## src/rtl/serial_tx_arbiter_pkg.sv

```systemverilog
// Shared definitions for the serial TX arbiter: FSM state encoding and the
// package-width helper reused by the serializer benches.
package serial_tx_arbiter_pkg;

  typedef enum logic [1:0] {
    ARB_IDLE    = 2'd0,
    ARB_ISSUE   = 2'd1,
    ARB_WAIT_HI = 2'd2,
    ARB_WAIT_LO = 2'd3
  } arb_state_t;

  // Width of one serializer package: 2**aw words of ww bits.
  function automatic int pkg_width(input int aw, input int ww);
    return (2 ** aw) * ww;
  endfunction

endpackage

```

## src/rtl/serial_tx_arbiter_picker.sv

```systemverilog
// Combinational round-robin picker: the search starts one past the last
// grantee and ascends with wrap-around.
module serial_rr_picker
  import serial_tx_arbiter_pkg::*;
#(
  parameter int Requesters = 4,
  parameter int IW         = $clog2(Requesters)
) (
  input  logic [Requesters-1:0] req,
  input  logic [IW-1:0]         last,
  output logic                  valid,
  output logic [IW-1:0]         winner
);

  logic [IW:0]           start;
  logic [IW:0]           pe;
  logic [IW:0]           sum;
  logic [Requesters-1:0] rot;

  always_comb begin
    start = ({1'b0, last} == (IW+1)'(Requesters - 1)) ? '0 : {1'b0, last} + 1'b1;
    // Rotate so the first candidate sits at bit 0, encode, then rotate back.
    rot = Requesters'({req, req} >> start);
    pe  = '0;
    for (int i = Requesters - 1; i >= 0; i--) begin
      if (rot[i]) pe = (IW+1)'(i);
    end
    sum = start + pe;
    if (sum >= (IW+1)'(Requesters)) sum = sum - (IW+1)'(Requesters);
    valid  = |req;
    winner = sum[IW-1:0];
  end

endmodule

```

## src/rtl/serial_tx_arbiter.sv

```systemverilog
// Round-robin sharing of one package serializer among several sources.
// Optional SERIAL_ARB_TAG_EN stamps the winner index into the top word.
module serial_tx_arbiter
  import serial_tx_arbiter_pkg::*;
#(
  parameter int Requesters   = 4,
  parameter int AddressWidth = 2,
  parameter int WordWidth    = 8,
  localparam int PW = pkg_width(AddressWidth, WordWidth),
  localparam int IW = $clog2(Requesters)
) (
  input  logic                     clk,
  input  logic                     rst,
  input  logic [Requesters-1:0]    req,
  input  logic [Requesters*PW-1:0] data,
  output logic [Requesters-1:0]    ack,
  output logic                     tx_ce,
  output logic [PW-1:0]            tx_data,
  input  logic                     tx_busy,
  output logic [IW-1:0]            grant_id,
  output logic                     active
);

  arb_state_t    state;
  logic [PW-1:0] pkg_arr [Requesters];
  logic [PW-1:0] frame;
  logic          pick_valid;
  logic [IW-1:0] pick_w;

  for (genvar i = 0; i < Requesters; i++) begin : g_unpack
    assign pkg_arr[i] = data[i*PW +: PW];
  end

`ifdef SERIAL_ARB_TAG_EN
  if (IW > WordWidth) begin : g_tag_check
    $error("serial_tx_arbiter: grant index does not fit in one word");
  end
`endif

  serial_rr_picker #(
    .Requesters(Requesters),
    .IW        (IW)
  ) u_picker (
    .req   (req),
    .last  (grant_id),
    .valid (pick_valid),
    .winner(pick_w)
  );

  always_comb begin
    frame = pkg_arr[pick_w];
`ifdef SERIAL_ARB_TAG_EN
    frame[PW-1 -: WordWidth] = WordWidth'(pick_w);
`endif
  end

  always_ff @(posedge clk or negedge rst) begin
    if (!rst) begin
      state    <= ARB_IDLE;
      ack      <= '0;
      tx_ce    <= 1'b0;
      tx_data  <= '0;
      grant_id <= IW'(Requesters - 1);
      active   <= 1'b0;
    end else begin
      ack   <= '0;
      tx_ce <= 1'b0;
      unique case (state)
        ARB_IDLE: begin
          // A serializer still busy (e.g. draining after reset) blocks grants.
          if (pick_valid && !tx_busy) begin
            tx_data     <= frame;
            grant_id    <= pick_w;
            ack[pick_w] <= 1'b1;
            tx_ce       <= 1'b1;
            active      <= 1'b1;
            state       <= ARB_ISSUE;
          end
        end
        ARB_ISSUE:   state <= ARB_WAIT_HI;
        ARB_WAIT_HI: if (tx_busy) state <= ARB_WAIT_LO;
        ARB_WAIT_LO: begin
          if (!tx_busy) begin
            state  <= ARB_IDLE;
            active <= 1'b0;
          end
        end
        default: state <= ARB_IDLE;
      endcase
    end
  end

endmodule

```

## config.mk

```make
export PLATFORM = sky130hd
export DESIGN_NAME = serial_tx_arbiter
export DESIGN_NICKNAME = d
export VERILOG_FILES = /design/src/rtl/serial_tx_arbiter_pkg.sv /design/src/rtl/serial_tx_arbiter_picker.sv /design/src/rtl/serial_tx_arbiter.sv
export SDC_FILE = /design/constraint.sdc
export NUM_CORES = 1
export LEC_CHECK = 0
export ABC_AREA = 1
export ABC_CLOCK_PERIOD_IN_PS = 3300
export BUFFER_PORTS_ARGS = -buffer_cell sky130_fd_sc_hd__buf_4
export CAP_MARGIN = 10
export CORE_AREA = 2 2 84 86
export CTS_BUF_LIST = sky130_fd_sc_hd__clkbuf_4
export CTS_CLUSTER_DIAMETER = 100
export DETAILED_ROUTE_END_ITERATION = 8
export DIE_AREA = 0 0 86 88
export MAX_ROUTING_LAYER = met4
export PLACE_DENSITY = 0.87
export SLEW_MARGIN = 25
export SYNTH_ARGS = -nofsm -noshare
export SYNTH_HDL_FRONTEND = slang
export SYNTH_SLANG_ARGS = --single-unit
```

## constraint.sdc

```tcl
create_clock -name clk -period 3.3 [get_ports clk]
set_clock_uncertainty 0.2 [all_clocks]
set_input_delay 0.825 -clock clk [delete_from_list [all_inputs] [get_ports clk]]
set_output_delay 0.825 -clock clk [all_outputs]
set_load 0.05 [all_outputs]
```

==> run_results.csv <==
group,metric,value,unit
clock_tree,holdBufCountCts,0,
final_layout,syn2layout_area_growth,48.6,%
final_layout,final_common_cell,"buf_4",
clock_tree,numClockSinks,42,
final_layout,fillers,593,
timing,whs,0.242,ns
synthesis,synthTopCellsByArea,"dfrtp_1 34%, mux2i_1 22%, nand2_1 17%",
synthesis,ys_seq_area_share,35.9,%
final_layout,multi_input_area,1710,um^2
clock_tree,cts_htree_levels,2,
setup_path,cp.arrival,3.01,ns
flow_run,maxCapViolations,0,
hold_path,worstHoldPathType,"in -> async",
synthesis,synth_top_cell_by_area,"dfrtp_1",
detailed_routing,dr.pass1.iters,4,
clock_tree,cts_tree,"built",
final_layout,drive_above_1_share,36.5,%
timing,drv_slew,0,
timing,post-route-min-period,2.97,ns
setup_path,cp_max_fo,16,
timing,hold_viol_final,0,
timing,finalCritPeriodShare,90.0,%
detailed_routing,num_vias,3234,
final_layout,fin_util,65.7,%
floorplan,fp.coreArea,6640,um^2
global_route,grt_pass1_vias,3300,
floorplan,die_x,86,um
detailed_routing,viasPerCell,5.19,
synthesis,syn_area,2940,um^2
global_route,antenna_found_initial,0,
timing,finalSetupViolCount,0,
setup_path,endpoint_kind,"flip-flop",
setup_path,reg2reg_depth,19,
clock_tree,post_cts_resized,0,
floorplan,start_util,44.2,%
clock_tree,cts_buffers,5,
floorplan,die_h,88,um
global_route,grt_overflow,0,
synthesis,synth_nets,516,
clock_tree,clk_latency,0.35,ns
status,status,"completed",
placement,portBuffers,174,
timing,relSlewSlack,61.1,%
synthesis,syn_avg_cell_area,7.81,um^2
detailed_routing,initialDrtViolationCount,126,
synthesis,synth_cells,376,
detailed_routing,drcViolationCount,0,
clock_tree,clockBufferDepth,2,
global_route,grt_pass1_wl,14400,um
setup_path,required,3.34,ns
floorplan,dieArea,7570,um^2
detailed_routing,drt_wl_total,8990,um
floorplan,rows,30,
final_layout,regArea,1050,um^2
setup_path,crit_type,"reg -> reg",
synthesis,yosysWarningCount,0,
detailed_routing,post_drt_wl_per_cell,14.4,um
detailed_routing,ant_nets,0,
synthesis,ys_ff_latch,42,
setup_path,startpoint_type,"flip-flop",
global_route,grt_usage,24.2,%
timing,grt_setup_unrepaired,"no",
final_layout,diodes,0,
timing,fin_setup_tns,0,ns
clock_tree,cts_setup_buffers,0,
placement,routabilityCongestion,0.763,
clock_tree,cts_root_buf,"clkbuf_4",
global_route,grt_max_degree,43,
synthesis,netlist.area_leader.share,34.1,%
timing,tightest_slew,0.580,ns
clock_tree,path_clk_slew,0.13,ns
placement,dp_hpwl,6770,um
floorplan,io_pins,175,
timing,clock.fmax,337,MHz
final_layout,nets,682,
synthesis,synth_cell_type_count,26,
final_layout,final_cell_mix,"180 x buf_4, 130 x nand2_1, 74 x nand3_1",
## final cells by class
class	count	area share, %
Tap cell	80	2.29
Inverter	16	1.38
Clock inverter	3	0.258
Sequential cell	42	24.1
Timing Repair Buffer	182	31.9
Clock buffer	5	0.860
Multi-Input combinational cell	295	39.2
## cells in the mapped netlist (all sizes together)
cell,n
nand3,75
inv,15
o21ai,3
nand2,133
dfrtp,40
clkbuf,8
ha,5
buf,15
clkinv,1
nor3,2
mux2i,64
or2,1
dfstp,2
a31oi,1
a21oi,3
xor2,1
nor2,7
## critical path, cell delays in order, from the launching register on
cell and delay, ns:
dfstp_2 0.62, ha_1 0.23, inv_1 0.09, nand2_4 0.10, nand2_1 0.08, nand2_1 0.07
nand2_1 0.05, nand2_1 0.08, nand3_1 0.08, nand2_1 0.09, nand2_1 0.07, inv_1 0.09
ha_4 0.12, xor2_1 0.20, inv_1 0.08, nand3_2 0.11, buf_4 0.23, nand3_1 0.11
nand3_1 0.10, nand2_1 0.07
## logic make-up after synthesis
kind of cell / synth area share [%]
flops: 35.9
buf+inv: 6.31
fa+ha+maj: 2.13
xor+xnor: 0.298
simple gates: 32.3
compound gates: 1.24
mux: 21.8
## final timing paths
check / start / end / slack [ns]
worst max-delay path: grant_id[0] / tx_data[0] / 0.33
worst min register to register: tx_data[18] / tx_data[18] / 0.29
max in group asynchronous: rst / tx_data[19] / 2.28
worst min-delay path: rst / active / 0.24
worst max register to register: grant_id[0] / tx_data[0] / 0.33
min in group clk: tx_data[18] / tx_data[18] / 0.29
## flip-flops by register name (all words and copies together) (netlist names)
register	flops
grant_id	2
state	2
active	1
tx_ce	1
tx_data	32
ack	4
## through the flow
stage | instance area, um^2 | worst slack [ns] | std cells
after detailed placement | 4320 | 0.333 | 615
after global placement | 4320 | 0.454 | 615
after global routing | 4360 | 0.0178 | 623
final | 4360 | 0.330 | 623
after CTS | 4360 | 0.336 | 623
after floorplan | 2940 | 0.0862 | 376
## per-layer routing
metal	GRT usage [%]	routed length, um
met4	7.65	148
met3	4.71	570
met5	-	0
met1	26.4	3380
met2	44.3	4890
Power is not shown: default switching activity piles up to over one toggle a cycle in this logic, so the estimate is an artifact.
